File: src/rtl/hazard_ctrl.sv
// Hazard and forwarding controller for the 5-stage Mips pipeline: EX/MEM/WB
// scoreboard, stall/flush generation, forwarding selects, stall counter.
// Optional feature macro: HAZARD_FWD_EN (forwarding with load-use stall only).
module hazard_ctrl #(
    parameter int REG_AW = 5,
    parameter int CNT_W  = 16
) (
    input  logic              clk,
    input  logic              Reset_n,
    input  logic              id_valid,
    input  logic [REG_AW-1:0] id_rs,
    input  logic [REG_AW-1:0] id_rt,
    input  logic              id_use_rs,
    input  logic              id_use_rt,
    input  logic [REG_AW-1:0] id_wsel,
    input  logic              id_regw,
    input  logic              id_memr,
    input  logic              id_jump,
    input  logic              ex_br_taken,
    input  logic              cnt_clr,
    output logic              stall,
    output logic              flush_ifid,
    output logic [1:0]        fwd_a,
    output logic [1:0]        fwd_b,
    output logic [CNT_W-1:0]  stall_cnt
);

    typedef struct packed {
        logic              valid;
        logic [REG_AW-1:0] wsel;
        logic              regw;
        logic              memr;
    } sb_entry_t;

    sb_entry_t         ex_r;
    sb_entry_t         mem_r;
    sb_entry_t         wb_r;
    logic [REG_AW-1:0] ex_rs_r;
    logic [REG_AW-1:0] ex_rt_r;
    logic              ex_use_rs_r;
    logic              ex_use_rt_r;
    logic [CNT_W-1:0]  cnt_r;
    logic              ex_hit_s;
    logic              mem_hit_s;
    logic              hazard_s;
    logic              unused_s;

    function automatic logic is_writer(input sb_entry_t e);
        return e.valid & e.regw & (e.wsel != {REG_AW{1'b0}});
    endfunction

    function automatic logic id_reads(input sb_entry_t e, input logic [REG_AW-1:0] rs,
                                      input logic [REG_AW-1:0] rt, input logic use_rs,
                                      input logic use_rt);
        return is_writer(e) & ((use_rs & (rs == e.wsel)) | (use_rt & (rt == e.wsel)));
    endfunction

    // MEM beats WB; a load still in MEM has no data yet, so it cannot forward.
    function automatic logic [1:0] fwd_sel(input logic [REG_AW-1:0] src,
                                           input sb_entry_t m, input sb_entry_t w);
        logic [1:0] sel;
        if (src == {REG_AW{1'b0}}) begin
            sel = 2'b00;
        end else if (is_writer(m) && !m.memr && (m.wsel == src)) begin
            sel = 2'b01;
        end else if (is_writer(w) && (w.wsel == src)) begin
            sel = 2'b10;
        end else begin
            sel = 2'b00;
        end
        return sel;
    endfunction

    // Hazard detection, stall/flush and forwarding selects.
    always_comb begin
        ex_hit_s  = id_reads(ex_r, id_rs, id_rt, id_use_rs, id_use_rt);
        mem_hit_s = id_reads(mem_r, id_rs, id_rt, id_use_rs, id_use_rt);
`ifdef HAZARD_FWD_EN
        hazard_s  = id_valid & ex_hit_s & ex_r.memr;
        fwd_a     = fwd_sel(ex_rs_r, mem_r, wb_r);
        fwd_b     = fwd_sel(ex_rt_r, mem_r, wb_r);
`else
        // WB is not checked: the register file is write-through.
        hazard_s  = id_valid & (ex_hit_s | mem_hit_s);
        fwd_a     = 2'b00;
        fwd_b     = 2'b00;
`endif
        stall      = hazard_s & ~ex_br_taken;
        flush_ifid = ex_br_taken | (id_jump & id_valid & ~stall);
    end

    // Scoreboard fields that only one build configuration consumes.
    assign unused_s = ^{ex_use_rs_r, ex_use_rt_r, ex_rs_r, ex_rt_r, ex_r.memr, mem_r.memr, wb_r};

    // Scoreboard shift: WB <= MEM <= EX, EX takes ID or becomes a bubble.
    always_ff @(posedge clk or negedge Reset_n) begin
        if (!Reset_n) begin
            ex_r        <= '0;
            mem_r       <= '0;
            wb_r        <= '0;
            ex_rs_r     <= {REG_AW{1'b0}};
            ex_rt_r     <= {REG_AW{1'b0}};
            ex_use_rs_r <= 1'b0;
            ex_use_rt_r <= 1'b0;
        end else begin
            wb_r  <= mem_r;
            mem_r <= ex_r;
            if (id_valid && !stall && !ex_br_taken) begin
                ex_r.valid  <= 1'b1;
                ex_r.wsel   <= id_wsel;
                ex_r.regw   <= id_regw;
                ex_r.memr   <= id_memr;
                ex_rs_r     <= id_rs;
                ex_rt_r     <= id_rt;
                ex_use_rs_r <= id_use_rs;
                ex_use_rt_r <= id_use_rt;
            end else begin
                ex_r.valid  <= 1'b0;
            end
        end
    end

    // Saturating stall counter; clear has priority over increment.
    always_ff @(posedge clk or negedge Reset_n) begin
        if (!Reset_n) begin
            cnt_r <= {CNT_W{1'b0}};
        end else if (cnt_clr) begin
            cnt_r <= {CNT_W{1'b0}};
        end else if (stall && (cnt_r != {CNT_W{1'b1}})) begin
            cnt_r <= cnt_r + CNT_W'(1);
        end else begin
            cnt_r <= cnt_r;
        end
    end

    assign stall_cnt = cnt_r;

endmodule
File: config.mk
export PLATFORM = sky130hd
export DESIGN_NAME = hazard_ctrl
export DESIGN_NICKNAME = d
export VERILOG_FILES = /design/src/rtl/hazard_ctrl.sv
export SDC_FILE = /design/constraint.sdc
export NUM_CORES = 1
export LEC_CHECK = 0
export CAP_MARGIN = 20
export CORE_MARGIN = 8
export CORE_UTILIZATION = 51
export DETAILED_ROUTE_END_ITERATION = 12
export PLACE_DENSITY = 0.84
export SYNTH_ARGS = -nofsm -noshare
export SYNTH_HDL_FRONTEND = slang
export SYNTH_SLANG_ARGS = --single-unit
File: constraint.sdc
create_clock -name clk -period 3.9 [get_ports clk]
set_input_delay 0.585 -clock clk [delete_from_list [all_inputs] [get_ports clk]]
set_output_delay 0.585 -clock clk [all_outputs]
set_load 0.005 [all_outputs]
After elaboration in Yosys (flattened, before gate mapping). Index checks and enable logic that the tools add are counted.

Bits in writable memories: 0. Input port bits: 25. Bits in registers: 30. ROM bits: 0. Bits in latches: 0. Output and inout bits: 22. Word-level logic and storage cells: 44. Memories kept: 0.

Muxes and demuxes: 3. Reductions and logical operators: 8. Divide/modulo/power cells: 0. Add/sub/neg operators: 1. Multiply operators: 0. $lt $le $gt $ge: 0. Shift operators: 0. Bitwise logic cells: 20. Eq/ne operators: 5.

Operators by type and width (number): $mux W16 (2); $eq A5 B5 Y1 (4); $add A16 B1 Y16 const B (1); $ne A16 B16 Y1 const B (1); $and A1 B1 Y1 (14); $reduce_bool A5 Y1 (2); $or A1 B1 Y1 (4); $logic_and A1 B1 Y1 (3); $logic_not A1 Y1 (2); $not A1 Y1 (2); $reduce_bool A2 Y1 (1); $mux W1 (1).

Longest topological paths before layout. Gate-level depths: netlist of run 1.

Depth after elaboration: 11. Gate-level depth with buffers: 8. Gate-level depth less buffers: 7.

Least setup slack after synthesis of run 1. OpenSTA, ideal clock, no wires.

Path kind: register -> output. Start: reg ex_r[2] (netlist bit). End: out stall. Stages on the path, launching flop included: 7. Path slack: 1672 ps. Arrival: 1643 ps. Path buffers: 1. Cells stage by stage: dfrtp_1 or3_1 o311a_1 and2_4 a32oi_4 buf_6 inv_2.

Word-level cells in the longest chain between the ends: 7. Elaborated cells between the ends (all ways): 11. Classes of those cells: eq/ne: 2; bitwise: 8; reduce/logical: 1.

RTL lines: from (decl) (RTL line 35) `sb_entry_t ex_r;`; $eq A5 B5 Y1 (RTL line 55) `return is_writer(e) & ((use_rs & (rs == e.wsel)) | (use_rt & (rt == e.wsel)));`; $and A1 B1 Y1 (RTL line 55); $or A1 B1 Y1 (RTL line 55); $and A1 B1 Y1 (*) (RTL line 55); $or A1 B1 Y1 (*) (RTL line 84) `hazard_s = id_valid & (ex_hit_s | mem_hit_s);`; $and A1 B1 Y1 (*) (RTL line 84); $and A1 B1 Y1 (*) (RTL line 88) `stall = hazard_s & ~ex_br_taken;`; to (decl) (RTL line 21) `output logic stall,`.

Every way passes the cells marked *; elsewhere a longest branch is shown, timed or not.

Final worst setup path of run 1.
Start: in id_rt[0]. End: out flush_ifid.

Word-level cells in the longest chain between the ends: 10. Elaborated cells between the ends (all ways): 14. Classes of those cells: eq/ne: 2; bitwise: 12.

RTL lines: from (decl) (RTL line 12) `input logic [REG_AW-1:0] id_rt,`; $eq A5 B5 Y1 (RTL line 55); $and A1 B1 Y1 (RTL line 55); $or A1 B1 Y1 (RTL line 55); $and A1 B1 Y1 (RTL line 55); $or A1 B1 Y1 (*) (RTL line 84); $and A1 B1 Y1 (*) (RTL line 84); $and A1 B1 Y1 (*) (RTL line 88); $not A1 Y1 (*) (RTL line 89) `flush_ifid = ex_br_taken | (id_jump & id_valid & ~stall);`; $and A1 B1 Y1 (*) (RTL line 89); $or A1 B1 Y1 (*) (RTL line 89); to (decl) (RTL line 22) `output logic flush_ifid,`.

Marked as above.

==> flow_summary.json, run 1 <==
{
  "r2r.worst_path.cells": 7,
  "clkSinkCount": 30,
  "wirelength_um": 4010,
  "cts_tree": "yes",
  "place.port_buffers": 41,
  "final.setup.tns_ns": 0,
  "track_usage_pct": 15.5,
  "clk_pin_slew_ns": 0.09,
  "drc": 0,
  "whs_path_depth": 0,
  "drt-initial-drc-count": 68,
  "vdd_ir_drop_max_uv": 386,
  "met1Wirelength_um": 1590,
  "core_area_mm2": 0.00328,
  "antenna_cells": 0,
  "period_needed_ns": 3.20,
  "antenna_found_initial": 0,
  "synthFlopType": "dfrtp_1",
  "slowest_delay_ns": 0.54,
  "hpwl_um": 2990,
  "slew_violations": 0,
  "cts_buffers": 5,
  "ys_types": 40,
  "syn_avg_cell_area_um2": 10.3,
  "synth_edf_count": 0,
  "routedWlPerCell_um": 15.7,
  "fmax_ghz": 0.312,
  "fp.dieH_um": 73.9,
  "status": "finished, final reports clean",
  "dieArea_mm2": 0.00546,
  "layout_setup_ws_ns": 0.699,
  "start_util_pct": 52.1,
  "worstPathCellList": "clkdlybuf4s50_1, xnor2_1, nand4_1, o22ai_1, a22oi_1, a31o_1, clkdlybuf4s50_1",
  "clock_path_buffers": 2,
  "layout_commonest_cell": "clkdlybuf4s50_1",
  "post-place-ws_ns": 0.698,
  "hold_class": "register to register",
  "via_per_inst": 5.71,
  "p_leak_uw": 0.000827,
  "worst_hold_slack_ns": 0.385,
  "crit_top_cell": "clkdlybuf4s50_1",
  "synth_area_mm2": 0.00171,
  "critPathKind": "input pin to output pin",
  "power.density_mw_per_mm2": 351,
  "die_width_um": 73.9,
  "grt_pass1_vias": 1472,
  "via_count": 1455,
  "wl_met3_um": 356,
  "max_cap_violations": 0,
  "grt_start_max_net_pins": 31,
  "syn_to_final_growth_pct": 31.0,
  "cp.arrival_ns": 2.62,
  "gr-total-overflow": 0,
  "worst_skew_pair.late_latency_ns": 0.33,
  "ctsRootBufferMaster": "clkbuf_4",
  "max_slew_margin_pct": 54.9,
  "nets": 234,
  "crit_slowest_cell": "clkdlybuf4s50_1",
  "ctsHoldBuffers": 0,
  "startpoint_type": "input pin",
  "crit_path_max_fanout": 2,
  "worst_slew_pin_slew_ns": 0.675,
  "async_flop_share_pct": 100,
  "io_pins": 47,
  "hold_violations": 0,
  "synthCells": 166,
  "crit_path_end_kind": "output pin",
  "grt_first_pass_wirelength_um": 6560,
  "synth_seq_cells": 30,
  "fin_util_pct": 68.2,
  "final_antenna_net_count": 0,
  "cts_resized": 0,
  "rows": 21,
  "num-fill-cells": 247,
  "ys_warn_count": 0,
  "cts_setup_buffers": 0,
  "yosysSeqAreaShare_pct": 43.9,
  "final_cell_mix": "clkdlybuf4s50_1 (41), dfrtp_1 (30), xnor2_1 (20), a21oi_1 (12)",
  "clock_skew_ns": 0.0118,
  "rsz0062_at_grt": "false",
  "htree_num_levels": 2,
  "cp_data_required_time_ns": 3.31,
  "finalSetupViolCount": 0,
  "period_share_pct": 82.1,
  "dr.max_layer_used": "met4",
  "wl_met2_um": 1990,
  "dr.pass1.iters": 4,
  "routabilityCongestion": 0.909,
  "drive_above_1_share_pct": 8.61
}
## flip-flops by register name, summed over array words and instances, names as in the netlist
| name | count |
|---|---|
| stall_cnt | 16 |
| ex_r | 7 |
| mem_r | 7 |
## synthesized netlist by cell type, types with 2 or more instances
cell | instances | share of area, %
nor2b_1 | 4 | 1.5
buf_4 | 4 | 1.8
mux2_1 | 7 | 4.6
or3_1 | 3 | 1.1
nand2_1 | 10 | 2.2
buf_6 | 2 | 1.3
nand4_1 | 6 | 2.2
and3_1 | 3 | 1.1
xnor2_1 | 20 | 10
o311a_1 | 2 | 1.2
nor2_1 | 7 | 1.5
o22ai_1 | 2 | 0.73
buf_2 | 3 | 0.88
dfrtp_1 | 30 | 44
o21ai_1 | 2 | 0.59
a21oi_1 | 12 | 3.5
nor3_1 | 2 | 0.59
nand3_1 | 10 | 2.9
mux2_4 | 2 | 1.8
or4_1 | 8 | 3.5
o31ai_1 | 8 | 3.5
## power by group
part | switching (uW) | internal [uW]
combinational | 43.7 | 61.8
sequential | 23.4 | 331
clock | 109 | 217
total | 176 | 610
## stage by stage
stage / cell area, um^2 / cells / total power (uW)
after floorplan: 1720 / 169 / 419
after global placement: 2130 / 247 / 460
after detailed placement: 2130 / 247 / 467
after CTS: 2240 / 255 / 795
after global routing: 2240 / 255 / 819
final: 2240 / 255 / 786
## worst paths after layout
| path | startpoint | end | slack (ns) |
|---|---|---|---|
| worst max-delay path | id_rt[0] | flush_ifid | 0.70 |
| worst min-delay path | ex_r[7]$_DFF_PN0_ | mem_r[7]$_DFF_PN0_ | 0.38 |
| worst max register to register | ex_r[2]$_DFFE_PN0P_ | stall_cnt[6]$_DFFE_PN0P_ | 1.56 |
| worst min register to register | ex_r[7]$_DFF_PN0_ | mem_r[7]$_DFF_PN0_ | 0.38 |
| max in group asynchronous | Reset_n | mem_r[1]$_DFF_PN0_ | 2.99 |
| min in group asynchronous | Reset_n | stall_cnt[13]$_DFFE_PN0P_ | 0.62 |
## critical path, delay by kind of cell
kind,cells,cell delay (ns)
compound gates,3,0.78
xor+xnor,1,0.15
buf+inv,2,0.98
simple gates,1,0.12
## area by class of cell
cell class	count	area, um^2	area share (%)
clock buffer	6	51.3	2.29
clock inverter	2	60.1	2.68
inverter	1	3.75	0.168
multi-input combinational	127	892	39.8
sequential	30	751	33.5
tap	46	57.6	2.57
timing repair buffer	43	425	19.0
## routing by layer
metal  track usage [%]  vias to the layer above
li1                  -                      697
met1              15.9                      705
met2              26.6                       45
met3              6.00                        8
met4              8.20                        0
met5                 0                        -
## cells by family (layout without fill, tap and decap cells)
| kind of cell | after synthesis | after routing | share of synthesized area, % |
|---|---|---|---|
| buffers and inverters | 12 | 52 | 4.61 |
| muxes | 9 | 9 | 6.36 |
| DFF | 30 | 30 | 43.9 |
| xor gates and xnor gates | 20 | 20 | 10.2 |
| and+or+nand+nor | 61 | 61 | 20.6 |
| other | 1 | 4 | 0.219 |
| adders and majority gates | 1 | 1 | 0.731 |
| AOI/OAI and AO/OA | 32 | 32 | 13.4 |
(Power assumes the default switching activity.)
==> run 2: changes to the inputs <==
--- a/config.mk
+++ b/config.mk
@@ -7,9 +7,9 @@
 export LEC_CHECK = 0
 export CAP_MARGIN = 20
 export CORE_MARGIN = 8
-export CORE_UTILIZATION = 51
+export CORE_UTILIZATION = 43
 export DETAILED_ROUTE_END_ITERATION = 12
-export PLACE_DENSITY = 0.84
+export PLACE_DENSITY = 0.76
 export SYNTH_ARGS = -nofsm -noshare
 export SYNTH_HDL_FRONTEND = slang
 export SYNTH_SLANG_ARGS = --single-unit
==> constraint.sdc (replaced) <==
create_clock -name clk -period 2.7 [get_ports clk]
set_input_delay 0.405 -clock clk [delete_from_list [all_inputs] [get_ports clk]]
set_output_delay 0.405 -clock clk [all_outputs]
set_load 0.005 [all_outputs]
==> flow_summary.json, run 2 (synthesis gave the netlist of run 1 again) <==
{
  "status": "finished, final reports clean",
  "via_count": 1467,
  "fin_total_pwr_uw": 1020,
  "rr_startpoint": "stall_cnt[7]$_DFFE_PN0P_",
  "slew_violations": 0,
  "ctsRootBufferMaster": "clkbuf_8",
  "p_leak_uw": 0.000875,
  "cts_buffers": 5,
  "clk_pin_slew_ns": 0.06,
  "hold_violations": 0,
  "vdd_ir_drop_max_uv": 304,
  "grt_pass1_vias": 1517,
  "fmax_ghz": 0.389,
  "die_width_um": 79.1,
  "max_slew_margin_pct": 54.8,
  "grt_start_max_net_pins": 31,
  "dr.pass1.iters": 4,
  "cp_data_required_time_ns": 2.30,
  "layout_setup_ws_ns": 0.127,
  "power.density_mw_per_mm2": 440,
  "crit_path_end_kind": "output pin",
  "ctsHoldBuffers": 0,
  "startpoint_type": "register",
  "antenna_found_initial": 0,
  "fp.dieH_um": 79.1,
  "drt-initial-drc-count": 62,
  "hold_class": "register to register",
  "finalSetupViolCount": 0,
  "layout_commonest_cell": "clkdlybuf4s50_1",
  "period_share_pct": 95.3,
  "critPathKind": "register to output pin",
  "hold_start": "ex_r[7]$_DFF_PN0_",
  "final_cells": 267,
  "io_pins": 47,
  "cp.arrival_ns": 2.17,
  "final_antenna_net_count": 0,
  "max_cap_violations": 0,
  "start_util_pct": 43.7,
  "largest_reg_flops": 16,
  "nets": 243,
  "hpwl_um": 3100,
  "clock_path_buffers": 2,
  "final.setup.tns_ns": 0,
  "worst_hold_slack_ns": 0.380,
  "htree_num_levels": 2,
  "drc": 0,
  "rows": 23,
  "routedWlPerCell_um": 15.9,
  "grt_first_pass_wirelength_um": 6960,
  "routabilityCongestion": 0.820,
  "place.port_buffers": 41,
  "gr-total-overflow": 0,
  "dp_cells": 259,
  "cp-startpoint": "ex_r[2]$_DFFE_PN0P_",
  "wirelength_um": 4260,
  "worst_slew_pin_slew_ns": 0.679,
  "clkSinkCount": 30,
  "dieArea_mm2": 0.00625,
  "clock_skew_ns": 0.00172,
  "worst_skew_pair.late_latency_ns": 0.28,
  "antenna_cells": 0,
  "drive_above_1_share_pct": 14.3,
  "cts_tree": "yes",
  "period_needed_ns": 2.57,
  "track_usage_pct": 14.1,
  "syn_to_final_growth_pct": 35.2,
  "post-place-ws_ns": 0.0297,
  "final_cell_mix": "clkdlybuf4s50_1 (39), dfrtp_1 (29), xnor2_1 (20), a21oi_1 (12), buf_4 (11)",
  "core_area_mm2": 0.00391,
  "crit_path_max_fanout": 3,
  "rsz0062_at_grt": "false",
  "via_per_inst": 5.49
}
run 2: cell types whose count changed in the layout (fill, tap and decap cells not counted), moves of 2 or more:
cell	before	now
clkbuf_4	5	0
clkinv_2	0	2
buf_4	2	11
o22ai_2	0	2
clkbuf_8	1	5
clkdlybuf4s50_1	41	39
bufinv_16	2	0
o22ai_1	2	0
run 2: report_power, final:
part | total [uW] | switching [uW] | leakage, uW | internal (uW)
logic | 173 | 72.5 | 0.000442 | 101
registers | 511 | 31.3 | 0.000389 | 479
clock network | 333 | 161 | 0.0000438 | 172
run 2: cell type report:
cell class / count / area (um^2)
Clock inverter: 2 / 10.0
Sequential cell: 30 / 752
Timing Repair Buffer: 52 / 494
Inverter: 1 / 3.75
Multi-Input combinational cell: 127 / 921
Fill cell: 360 / 1600
Tap cell: 50 / 62.6
Clock buffer: 5 / 68.8
run 2: worst max-delay path, stage by stage, from the launching register on:
cell and delay [ns]:
dfrtp_2 0.40, or3_1 0.38, o311a_1 0.34, and2_4 0.18
a32oi_4 0.24, inv_2 0.07, dlygate4sd2_1 0.27
run 2: timing repair:
item | 4_1_cts | 5_1_grt
buffers inserted | 1 | 0
cloned | 0 | 0
pin swaps | 1 | 2
hold endpoints to repair | 0 | 0
endpoints found under the setup margin | 2 | 1
gates resized for setup | 4 | 3
run 2: layer usage:
layer  global-route usage (%)  share of wire (%)  vias to the layer above
met5                        0                  0                        -
li1                         -                  -                      710
met3                     6.21                 10                        7
met4                     6.30                1.4                        0
met1                     15.7                 41                      702
met2                     22.7                 48                       48
run 2: stage by stage:
stage / util, % / area (um^2)
finish: 59.1 / 2310
global route: 59.1 / 2310
CTS: 58.7 / 2300
detailed placement: 56.1 / 2190
global placement: 56.1 / 2190
floorplan: - / 1720
run 2: final timing paths:
check,end,slack (ns),depth (start not counted)
max,stall,0.13,6
min,mem_r[7]$_DFF_PN0_,0.38,0
max reg2reg,stall_cnt[11]$_DFFE_PN0P_,0.37,6
min reg2reg,mem_r[7]$_DFF_PN0_,0.38,0
max in group asynchronous,ex_r[2]$_DFFE_PN0P_,1.90,2
min in group asynchronous,stall_cnt[14]$_DFFE_PN0P_,0.50,2
